--- config.mk ---
export PLATFORM = sky130hd
export DESIGN_NAME = control_contador
export DESIGN_NICKNAME = d
export VERILOG_FILES = /design/src/rtl/control_contador_pkg.sv /design/src/rtl/boton_antirrebote.sv /design/src/rtl/control_contador.sv
export SDC_FILE = /design/constraint.sdc
export NUM_CORES = 1
export LEC_CHECK = 0
export CORE_MARGIN = 2
export CORE_UTILIZATION = 40
export CTS_CLUSTER_DIAMETER = 150
export DETAILED_ROUTE_END_ITERATION = 8
export SLEW_MARGIN = 20
export SYNTH_ARGS = -nofsm -noshare
export SYNTH_HDL_FRONTEND = slang
export SYNTH_SLANG_ARGS = --single-unit
--- constraint.sdc ---
create_clock -name clk -period 1.4 [get_ports clk]
set_input_delay 0.42 -clock clk [delete_from_list [all_inputs] [get_ports clk]]
set_output_delay 0.42 -clock clk [all_outputs]
set_load 0.03 [all_outputs]
--- src/rtl/control_contador_pkg.sv ---
// control_contador_pkg
//   Shared definitions for the counter control stage:
//   - FSM state encoding (IDLE=0, RUN=1, CLEAR=2), kept at the legacy values.
//   - Board and simulation defaults for the debounce length and tick divider.
package control_contador_pkg;

  typedef enum logic [1:0] {
    IDLE  = 2'd0,
    RUN   = 2'd1,
    CLEAR = 2'd2
  } state_t;

  // Board values assume a 50 MHz clock: 10 ms debounce, 2 Hz count rate.
  localparam int unsigned DEB_CYCLES_BOARD = 500_000;
  localparam int unsigned TICK_DIV_BOARD   = 25_000_000;

  // Short values so the behaviour is observable in simulation.
  localparam int unsigned DEB_CYCLES_SIM   = 4;
  localparam int unsigned TICK_DIV_SIM     = 5;

endpackage

--- src/rtl/boton_antirrebote.sv ---
// boton_antirrebote
//   Conditions one raw push-button: 2-FF synchronizer, counter-based
//   debounce and a one-cycle pulse on the debounced rising edge.
// Ports:
//   clk    in   system clock, rising edge
//   rst    in   synchronous active-high reset
//   btn    in   raw asynchronous button, active-high
//   pulse  out  one-cycle press pulse (registered sources only)
module boton_antirrebote
  import control_contador_pkg::*;
#(
  parameter int unsigned DEB_CYCLES = DEB_CYCLES_SIM
) (
  input  logic clk,
  input  logic rst,
  input  logic btn,
  output logic pulse
);

  localparam int unsigned CW = $clog2(DEB_CYCLES) + 1;
  localparam logic [CW-1:0] CNT_LAST = CW'(DEB_CYCLES - 1);

  logic [1:0]    sync_ff;
  logic          sync;
  logic          deb;
  logic          deb_d;
  logic [CW-1:0] cnt;

  assign sync = sync_ff[1];

  always_ff @(posedge clk) begin
    if (rst) begin
      sync_ff <= '0;
      deb     <= 1'b0;
      deb_d   <= 1'b0;
      cnt     <= '0;
    end else begin
      sync_ff <= {sync_ff[0], btn};
      deb_d   <= deb;
      // The level only moves after DEB_CYCLES consecutive disagreeing samples;
      // any agreeing sample restarts the count.
      if (sync != deb) begin
        if (cnt == CNT_LAST) begin
          deb <= sync;
          cnt <= '0;
        end else begin
          cnt <= cnt + 1'b1;
        end
      end else begin
        cnt <= '0;
      end
    end
  end

  assign pulse = deb & ~deb_d;

endmodule

--- src/rtl/control_contador.sv ---
// control_contador
//   Control stage for the 4-bit enable/clear counter. Debounces the run/stop
//   and clear buttons and drives the counter's EN and CLR. While running, EN
//   is a one-cycle tick every TICK_DIV cycles; a clear is a single EN=1/CLR=1
//   cycle since the counter only honours CLR together with EN.
// Ports:
//   clk      in   system clock, rising edge
//   rst      in   synchronous active-high reset
//   btn_run  in   raw run/stop toggle button
//   btn_clr  in   raw clear button
//   EN       out  counter enable
//   CLR      out  counter clear
//   running  out  1 while counting, or clearing with RUN as return target
module control_contador
  import control_contador_pkg::*;
#(
  parameter int unsigned DEB_CYCLES = DEB_CYCLES_SIM,
  parameter int unsigned TICK_DIV   = TICK_DIV_SIM
) (
  input  logic clk,
  input  logic rst,
  input  logic btn_run,
  input  logic btn_clr,
  output logic EN,
  output logic CLR,
  output logic running
);

  localparam int unsigned DW = $clog2(TICK_DIV) + 1;
  localparam logic [DW-1:0] DIV_LAST = DW'(TICK_DIV - 1);

  logic          run_press;
  logic          clr_press;
  state_t        state;
  logic          ret_run;
  logic [DW-1:0] div;

  boton_antirrebote #(.DEB_CYCLES(DEB_CYCLES)) u_run (
    .clk   (clk),
    .rst   (rst),
    .btn   (btn_run),
    .pulse (run_press)
  );

  boton_antirrebote #(.DEB_CYCLES(DEB_CYCLES)) u_clr (
    .clk   (clk),
    .rst   (rst),
    .btn   (btn_clr),
    .pulse (clr_press)
  );

  // Clear has priority over run when both presses land in the same cycle.
  always_ff @(posedge clk) begin
    if (rst) begin
      state   <= IDLE;
      ret_run <= 1'b0;
      div     <= '0;
    end else begin
      case (state)
        IDLE: begin
          if (clr_press) begin
            state   <= CLEAR;
            ret_run <= 1'b0;
          end else if (run_press) begin
            state <= RUN;
            div   <= '0;
          end
        end
        RUN: begin
          div <= (div == DIV_LAST) ? '0 : div + 1'b1;
          if (clr_press) begin
            state   <= CLEAR;
            ret_run <= 1'b1;
          end else if (run_press) begin
            state <= IDLE;
          end
        end
        CLEAR: begin
          // Presses during this cycle are dropped; divider phase restarts.
          state <= ret_run ? RUN : IDLE;
          div   <= '0;
        end
        default: begin
          state <= IDLE;
          div   <= '0;
        end
      endcase
    end
  end

  // Outputs decode registered state only, never the button inputs.
  always_comb begin
    EN      = 1'b0;
    CLR     = 1'b0;
    running = 1'b0;
    case (state)
      RUN: begin
        EN      = (div == DIV_LAST);
        running = 1'b1;
      end
      CLEAR: begin
        EN      = 1'b1;
        CLR     = 1'b1;
        running = ret_run;
      end
      default: ;
    endcase
  end

endmodule

* Word level (Yosys, flattened, before mapping)
Cells that the tools add are included.
Operators by class: add/subtract/negate cells 3, bitwise logic cells 6, div/mod/pow operators 0, shift-type cells 0, multiplexer cells 16, magnitude comparators 0, reductions and logical operators 9, equal/unequal tests 13, multiply operators 0
Operators with widths (count):
- two-way mux 4 bit | 3
- two-way mux 2 bit | 4
- inequality test 2 bit, second input constant | 4
- one-hot mux 4 bit (2 select lines) | 1
- AND reduction 2 bit | 4
- adder 3 x 1 -> 3 bit, second input constant | 2
- == test 3 x 2 -> 1 bit, second input constant | 2
- inequality test 3 bit, second input constant | 2
- one-hot mux 1 bit (2 select lines) | 3
- one-hot mux 2 bit (3 select lines) | 1
- OR reduction 3 bit | 2
- adder 4 x 1 -> 4 bit, second input constant | 1
- == test 4 x 3 -> 1 bit, second input constant | 1
- two-way mux 1 bit | 4
- inverter 1 bit | 4
- AND reduction 3 bit | 1
- AND 1 bit | 2
- == test 2 x 1 -> 1 bit, second input constant | 1
- == test 2 bit, second input constant | 1
- zero test 2 bit | 1
- inequality test 1 bit | 2
- nonzero test 2 bit | 1
Storage, ports and cells: flip-flop bits (word level) 21, memory bits (writable) 0, memories 0, bits of input ports 4, output and inout bits 3, ROM bits 0, latch bits 0, logic and storage cells 58

* Longest topological paths before layout
Gate-level depths: netlist (run 1).
depth in word-level cells 5, mapped depth 6

* Cells and area by module
From an unflattened synthesis (run 1), not the netlist that was laid out.
Unflattened totals: cells, all modules 95, area, all modules 957.2 um^2
By module, submodules not included:
- boton_antirrebote | times used 2, area each 244.0 um^2, sequential area each 140.1 um^2, cells an instance 20
- control_contador | times used 1, area each 469.2 um^2, sequential area each 140.1 um^2, cells an instance 55

* Worst setup path before layout (run 1)
No wires, ideal clock.
path type register to output, start reg state[0], end out running, data arrival time 1.347 ns, path slack -0.367 ns, cell stages (with the launch flop) 5, required time 0.980 ns, path through dfxtp_1 inv_1 ha_1 a21oi_1 nor2b_1
On the way: longest elaborated chain between the ends 2, elaborated cells on any way between the ends 3
Ends and longest elaborated chain:
- start, declared | line control_contador.sv:34 | state_t state;
- start signal, assigned | line control_contador.sv:80 | state <= ret_run ? RUN : IDLE;
- == test 2 bit / == test 2 x 1 -> 1 bit (equally long branches) | line control_contador.sv:96 | case (state)
- one-hot mux 1 bit (2 select lines) * | line control_contador.sv:96
- end, declared | line control_contador.sv:26 | output logic running
Every way passes the cells marked *; elsewhere a longest branch is shown, timed or not.

* Worst setup path in the final report (run 1)
start reg state[1], end out EN
On the way: longest elaborated chain between the ends 2, elaborated cells on any way between the ends 3
Ends and longest elaborated chain:
- == test 2 bit / == test 2 x 1 -> 1 bit (equally long branches) | line control_contador.sv:96
- one-hot mux 1 bit (2 select lines) * | line control_contador.sv:96
- end, declared | line control_contador.sv:24 | output logic EN,
Marks and branches as above.

==> run_results.csv, run 1 <==
group,metric,value,unit
run_status,status,"finished, violations left",
run_status,violations,"setup timing",
power_and_ir_drop,pwr-share-seq,56.1,%
logic_synthesis,yosys-top-cells-area,"dfxtp_1 (44%), ha_1 (15%), nor2b_1 (5.9%)",
setup_path,slowest_stage,"dfxtp_2",
logic_synthesis,yosysTopAreaCell,"dfxtp_1",
timing,finalCriticalPeriod,1700,ps
timing,finClkSkew,0.692,ps
global_route,track_usage,14.6,%
setup_path,arrival,1280,ps
logic_synthesis,netlist_area,947,um^2
power_and_ir_drop,clock_power_share,25.3,%
detailed_routing,wire_per_inst,11.1,um
logic_synthesis,synth_top_cell_area_share,44.4,%
global_route,grt_max_degree,12,
logic_synthesis,synth-seq-area-share,44.4,%
timing,max_slew.worst_pin.slew,223,ps
timing,max-slew-margin-rel,85.0,%
timing,setup_tns,-938,ps
detailed_routing,remaining_drc_errors,0,
setup_path,critPathMaxStageDelay,350,ps
power_and_ir_drop,p_switching,0.270,mW
floorplan,die_w,52.7,um
timing,grt_setup_unrepaired,"true",
finish,nNetsFinal,142,
clock_tree,insertion_delay,290,ps
job,max_cap_violations,0,
power_and_ir_drop,combPwrFrac,18.6,%
clock_tree,cts_root_buf,"clkbuf_4",
placed_design,hpwlAfterDp,1200,um
clock_tree,numCtsBuffers,3,
timing,hold_viol,0,
timing,fmax,0.588,GHz
setup_path,crit_type,"reg -> out",
detailed_routing,drt_iter0_markers,14,
setup_path,cpMostUsedCell,"buf_6",
power_and_ir_drop,p_int,0.830,mW
detailed_routing,drt_wl_total,1700,um
setup_path,start_kind,"flop",
global_route,antenna_found_initial,0,
setup_path,critical_path.endpoint_type,"output pin",
timing,period_share,121,%
setup_path,crit_chain,"buf_6 > ha_4 > a31oi_4 > nor2b_4 > buf_6",
logic_synthesis,syn_nets,117,
clock_tree,clockBufferDepth,2,
finish,post-route-util,58.9,%
finish,area_growth,38.8,%
clock_tree,tritoncts,"built",
logic_synthesis,synth_warnings,0,
clock_tree,clock_sinks,21,
floorplan,fp.dieH,52.7,um
logic_synthesis,synth.distinct_cells,24,
global_route,overflow,0,
floorplan,rows,17,
timing,setup_viol,6,
timing,slew_viol_final,0,
power_and_ir_drop,leakagePower,0.505,nW
detailed_routing,firstDrtPassIters,4,
floorplan,die_area,2770,um^2
logic_synthesis,ys.flop_type,"dfxtp_1",
global_route,grt_pass1_vias,719,
clock_tree,ctsHoldBuffers,0,
logic_synthesis,synth_commonest_cells,"dfxtp_1 (21), ha_1 (11), inv_1 (11), nor2_1 (11), nor2b_1 (9)",
floorplan,floorplan.initialDensity,42.4,%
logic_synthesis,synthCells,102,
power_and_ir_drop,p_sw_share,24.6,%
detailed_routing,antenna_left,0,
global_route,grt_pass1_wl,2960,um
setup_path,path_max_fanout,3,
clock_tree,path_clk_slew,110,ps
logic_synthesis,yosysMostFrequentCell,"dfxtp_1",
setup_path,crit_required,980,ps
logic_synthesis,synth-edff-count,0,
finish,drive_above_1_share,34.1,%
floorplan,coreArea,2230,um^2
logic_synthesis,syn_area_per_cell,9.29,um^2
floorplan,io-pin-count,7,
finish,n_antenna_cell,0,
placed_design,gp_congestion,0.874,
placed_design,io_buffer_count,6,
detailed_routing,vias,758,
logic_synthesis,ys_ff_latch,21,
timing,setup_ws,-300,ps
power_and_ir_drop,p_per_area,836,nW/um^2
finish,nFillCells,216,
detailed_routing,routed_via_density,4.92,
power_and_ir_drop,ir_worst_vdd,569,uV
min_path,hp-class,"reg -> reg",
clock_tree,htree_levels,1,
logic_synthesis,synthArstFlopShare,0,%
-- worst paths after layout --
| kind | start | endpoint | slack, ps | depth (start not counted) |
|---|---|---|---|---|
| setup / recovery | state[1] | EN | -300 | 5 |
| hold / removal | u_run.cnt[0] | u_run.cnt[0] | 430 | 1 |
| setup reg to reg | state[0] | state[0] | -110 | 7 |
| hold reg to reg | u_run.cnt[0] | u_run.cnt[0] | 430 | 1 |
-- state kept, by name, indices dropped and copies added (netlist names) --
signal,cells
u_clr.sync_ff,2
u_clr.deb,1
ret_run,1
state,2
div,4
u_run.deb_d,1
u_clr.cnt,3
u_run.sync_ff,2
u_clr.deb_d,1
u_run.cnt,3
u_run.deb,1
-- layout make-up --
| type | instances | area [um^2] | area share, % |
|---|---|---|---|
| Inverter | 11 | 41.3 | 3.14 |
| Clock buffer | 4 | 26.3 | 2.00 |
| Sequential cell | 21 | 425 | 32.4 |
| Multi-Input combinational cell | 69 | 599 | 45.6 |
| Timing Repair Buffer | 21 | 188 | 14.3 |
| Tap cell | 28 | 35.0 | 2.66 |
-- cells in the final DEF (no fill, tap or decap), drive strengths merged --
master,count
ha,11
buf,18
nand4,1
a22oi,2
inv,11
a31oi,3
dfxtp,21
clkdlybuf4s50,3
a21boi,1
o21ai,1
nor3,2
o32ai,2
or3,3
xnor2,2
mux2i,2
clkbuf,4
a21oi,4
nor2,11
nand2,5
nand2b,2
nor2b,9
o31ai,1
and2b,2
nand3,5
-- logic make-up after synthesis --
| kind of cell | count (synthesis) | share of synthesized area [%] |
|---|---|---|
| adders and majority gates | 11 | 14.5 |
| AOI/OAI and AO/OA | 14 | 10.0 |
| and+or+nand+nor | 40 | 22.3 |
| buffers and inverters | 12 | 4.76 |
| DFF | 21 | 44.4 |
| muxes | 2 | 2.11 |
| xor gates and xnor gates | 2 | 1.85 |
-- critical path: cells and delay by family (launching register included) --
family / cells / cell delay (ps)
buf+inv: 2 / 240
compound gates: 1 / 160
simple gates: 1 / 50
flops: 1 / 350
fa+ha+maj: 1 / 170
-- power by group through the flow --
stage	Sequential, mW	Clock [mW]	Combinational (mW)
2_1_floorplan	0.631	0	0.0882
3_3_place_gp	0.630	0	0.134
3_5_place_dp	0.630	0	0.135
4_1_cts	0.617	0.295	0.193
5_1_grt	0.619	0.312	0.220
6_report	0.617	0.279	0.205
-- metal layers --
layer	GRT usage, %	wire length [um]	vias to the layer above	share of wire, %
met5	0	0	-	0
met4	7.69	18	0	1.1
met3	1.71	34	2	2.0
met2	26.3	888	9	52
met1	16.5	761	359	45
li1	-	-	388	-
-- timing repair --
item                                    CTS  global route
gates cloned                              0             0
endpoints found under the setup margin    4             5
pin swaps                                 4             6
resized for setup                        17             5
setup buffers                             2             3
-- stage by stage --
stage / hold WS [ps] / worst slack, ps / area [um^2] / power [mW] / std cells
after detailed placement: 414 / -138 / 1160 / 0.765 / 146
final: 425 / -300 / 1320 / 1.10 / 154
after floorplan: 399 / 34.5 / 992 / 0.720 / 102
after CTS: 430 / -306 / 1280 / 1.10 / 152
after global routing: 443 / -357 / 1320 / 1.15 / 154
after global placement: 410 / -78.4 / 1160 / 0.764 / 146
Note: power is estimated with default switching activity, not from simulation.
==> run 2: changes to the inputs <==
Settings changed: CORE_MARGIN 2 to default.
==> run_results.csv, run 2 (synthesis gave the netlist of run 1 again) <==
group,metric,value,unit
timing,period_share,122,%
setup_path,critPathMaxStageDelay,370,ps
finish,nNetsFinal,138,
timing,max-slew-margin-rel,84.3,%
detailed_routing,routed_via_density,4.77,
floorplan,fp.dieH,50.7,um
power_and_ir_drop,p_per_area,843,nW/um^2
timing,grt_setup_unrepaired,"true",
min_path,hp-class,"reg -> reg",
floorplan,rows,17,
detailed_routing,firstDrtPassIters,4,
power_and_ir_drop,ir_worst_vdd,457,uV
power_and_ir_drop,clock_power_share,25.7,%
global_route,track_usage,14.9,%
power_and_ir_drop,p_sw_share,24.6,%
floorplan,die_w,50.7,um
placed_design,pre_cts_ws,-98.3,ps
setup_path,crit_chain,"buf_6 > ha_4 > a31oi_4 > nor2b_4 > buf_6",
clock_tree,numCtsBuffers,3,
global_route,grt_pass1_vias,700,
min_path,hold_depth,1,
setup_path,timing.rr.start,"state[1]",
detailed_routing,drt_iter0_markers,12,
setup_path,arrival,1280,ps
power_and_ir_drop,combPwrFrac,16.5,%
placed_design,hpwlAfterDp,1210,um
finish,layout_commonest_cell,"dfxtp_1",
power_and_ir_drop,pwr-share-seq,57.8,%
clock_tree,clockBufferDepth,2,
setup_path,start_kind,"flop",
setup_path,slowest_stage,"dfxtp_4",
timing,setup_viol,4,
setup_path,path_max_fanout,3,
finish,top_register,"div",
timing,hold_viol,0,
setup_path,crit_type,"reg -> out",
clock_tree,tritoncts,"built",
timing,slew_viol_final,0,
run_status,violations,"setup timing",
finish,n_antenna_cell,0,
floorplan,coreArea,2210,um^2
setup_path,r2r_cells,7,
detailed_routing,vias,715,
setup_path,rrSetupSlack,-70,ps
finish,reg_top3,"div: 4 flops, u_clr.cnt: 3 flops, u_run.cnt: 3 flops",
job,max_cap_violations,0,
clock_tree,cts_setup_buffers,0,
timing,max_slew.worst_pin.slew,235,ps
timing,finClkSkew,5.09,ps
clock_tree,clock_sinks,21,
detailed_routing,antenna_left,0,
floorplan,io-pin-count,7,
floorplan,die_area,2570,um^2
power_and_ir_drop,p_int,0.810,mW
power_and_ir_drop,p_switching,0.264,mW
clock_tree,path_clk_slew,110,ps
timing,finalCriticalPeriod,1700,ps
finish,post-route-util,57.6,%
global_route,grt_max_degree,12,
setup_path,cpMostUsedCell,"buf_6",
clock_tree,htree_levels,1,
detailed_routing,wire_per_inst,10.7,um
setup_path,timing.rr.end,"state[0]",
clock_tree,cts_root_buf,"clkbuf_4",
finish,drive_above_1_share,30.3,%
detailed_routing,drt_wl_total,1600,um
run_status,status,"finished, violations left",
timing,setup_ws,-304,ps
power_and_ir_drop,leakagePower,0.479,nW
global_route,grt_pass1_wl,2860,um
clock_tree,insertion_delay,290,ps
timing,fmax,0.587,GHz
placed_design,io_buffer_count,6,
global_route,antenna_found_initial,0,
finish,area_growth,34.5,%
min_path,min-delay-start,"u_run.cnt[0]",
finish,final_cell_mix,"dfxtp_1 (18), nor2_1 (10), buf_4 (10)",
min_path,hold_end,"u_run.cnt[0]",
finish,largest_register_ffs,4,
placed_design,gp_congestion,0.801,
setup_path,crit_required,980,ps
global_route,overflow,0,
floorplan,floorplan.initialDensity,42.8,%
setup_path,critical_path.endpoint_type,"output pin",
clock_tree,ctsHoldBuffers,0,
detailed_routing,remaining_drc_errors,0,
[run 2: routing by layer]
layer	part of all wire, %	track usage (%)
met2	51	27.6
met1	45	16.0
met5	0	0
met3	2.5	1.82
met4	1.1	8.80
[run 2: through the flow]
| stage | hold WS (ps) | instances | TNS (ps) | total power, mW | instance area, um^2 |
|---|---|---|---|---|---|
| after floorplan | 399 | 102 | 0 | 0.720 | 992 |
| after global placement | 408 | 146 | -552 | 0.765 | 1160 |
| after detailed placement | 421 | 146 | -832 | 0.767 | 1160 |
| after CTS | 437 | 150 | -909 | 1.08 | 1250 |
| after global routing | 453 | 150 | -1090 | 1.13 | 1270 |
| final | 429 | 150 | -883 | 1.07 | 1270 |
[run 2: what timing repair did]
item	in CTS	in global routing
pin swaps	3	1
setup endpoints to repair	5	5
gates cloned	0	0
resized for setup	16	4
[run 2: final cells by class]
cell class                      count  area, um^2
Multi-Input combinational cell     69         589
Sequential cell                    21         429
Inverter                           11        43.8
Timing Repair Buffer               17         150
Fill cell                         194         938
Clock buffer                        4        26.3
Tap cell                           28        35.0
[run 2: worst max-delay path, delay by kind of cell, from the launching register on]
| kind | cells | cell delay [ps] |
|---|---|---|
| AO/OA/AOI/OAI | 1 | 160 |
| adder cells (fa/ha/maj) | 1 | 170 |
| buffers and inverters | 2 | 240 |
| flip-flops | 1 | 370 |
| AND/OR/NAND/NOR | 1 | 50 |
[run 2: worst max-delay path by stage]
| stage | start | endpoint | slack, ps | cells after the start |
|---|---|---|---|---|
| 6_report | state[1] | EN | -300 | 5 |
| 5_1_grt | state[1] | EN | -350 | 5 |
| 4_1_cts | state[1] | EN | -310 | 5 |
| 3_5_place_dp | rst | u_run.cnt[2] | -100 | 3 |
| 3_3_place_gp | rst | u_clr.cnt[2] | -60 | 3 |
| 2_1_floorplan | state[0] | EN | 30 | 3 |
[run 2: power groups by stage]
stage	Clock (mW)	Sequential [mW]	Combinational, mW
after floorplan	0	0.631	0.0882
after global placement	0	0.630	0.134
after detailed placement	0	0.631	0.136
after CTS	0.295	0.622	0.160
after global routing	0.308	0.622	0.195
final	0.276	0.620	0.177
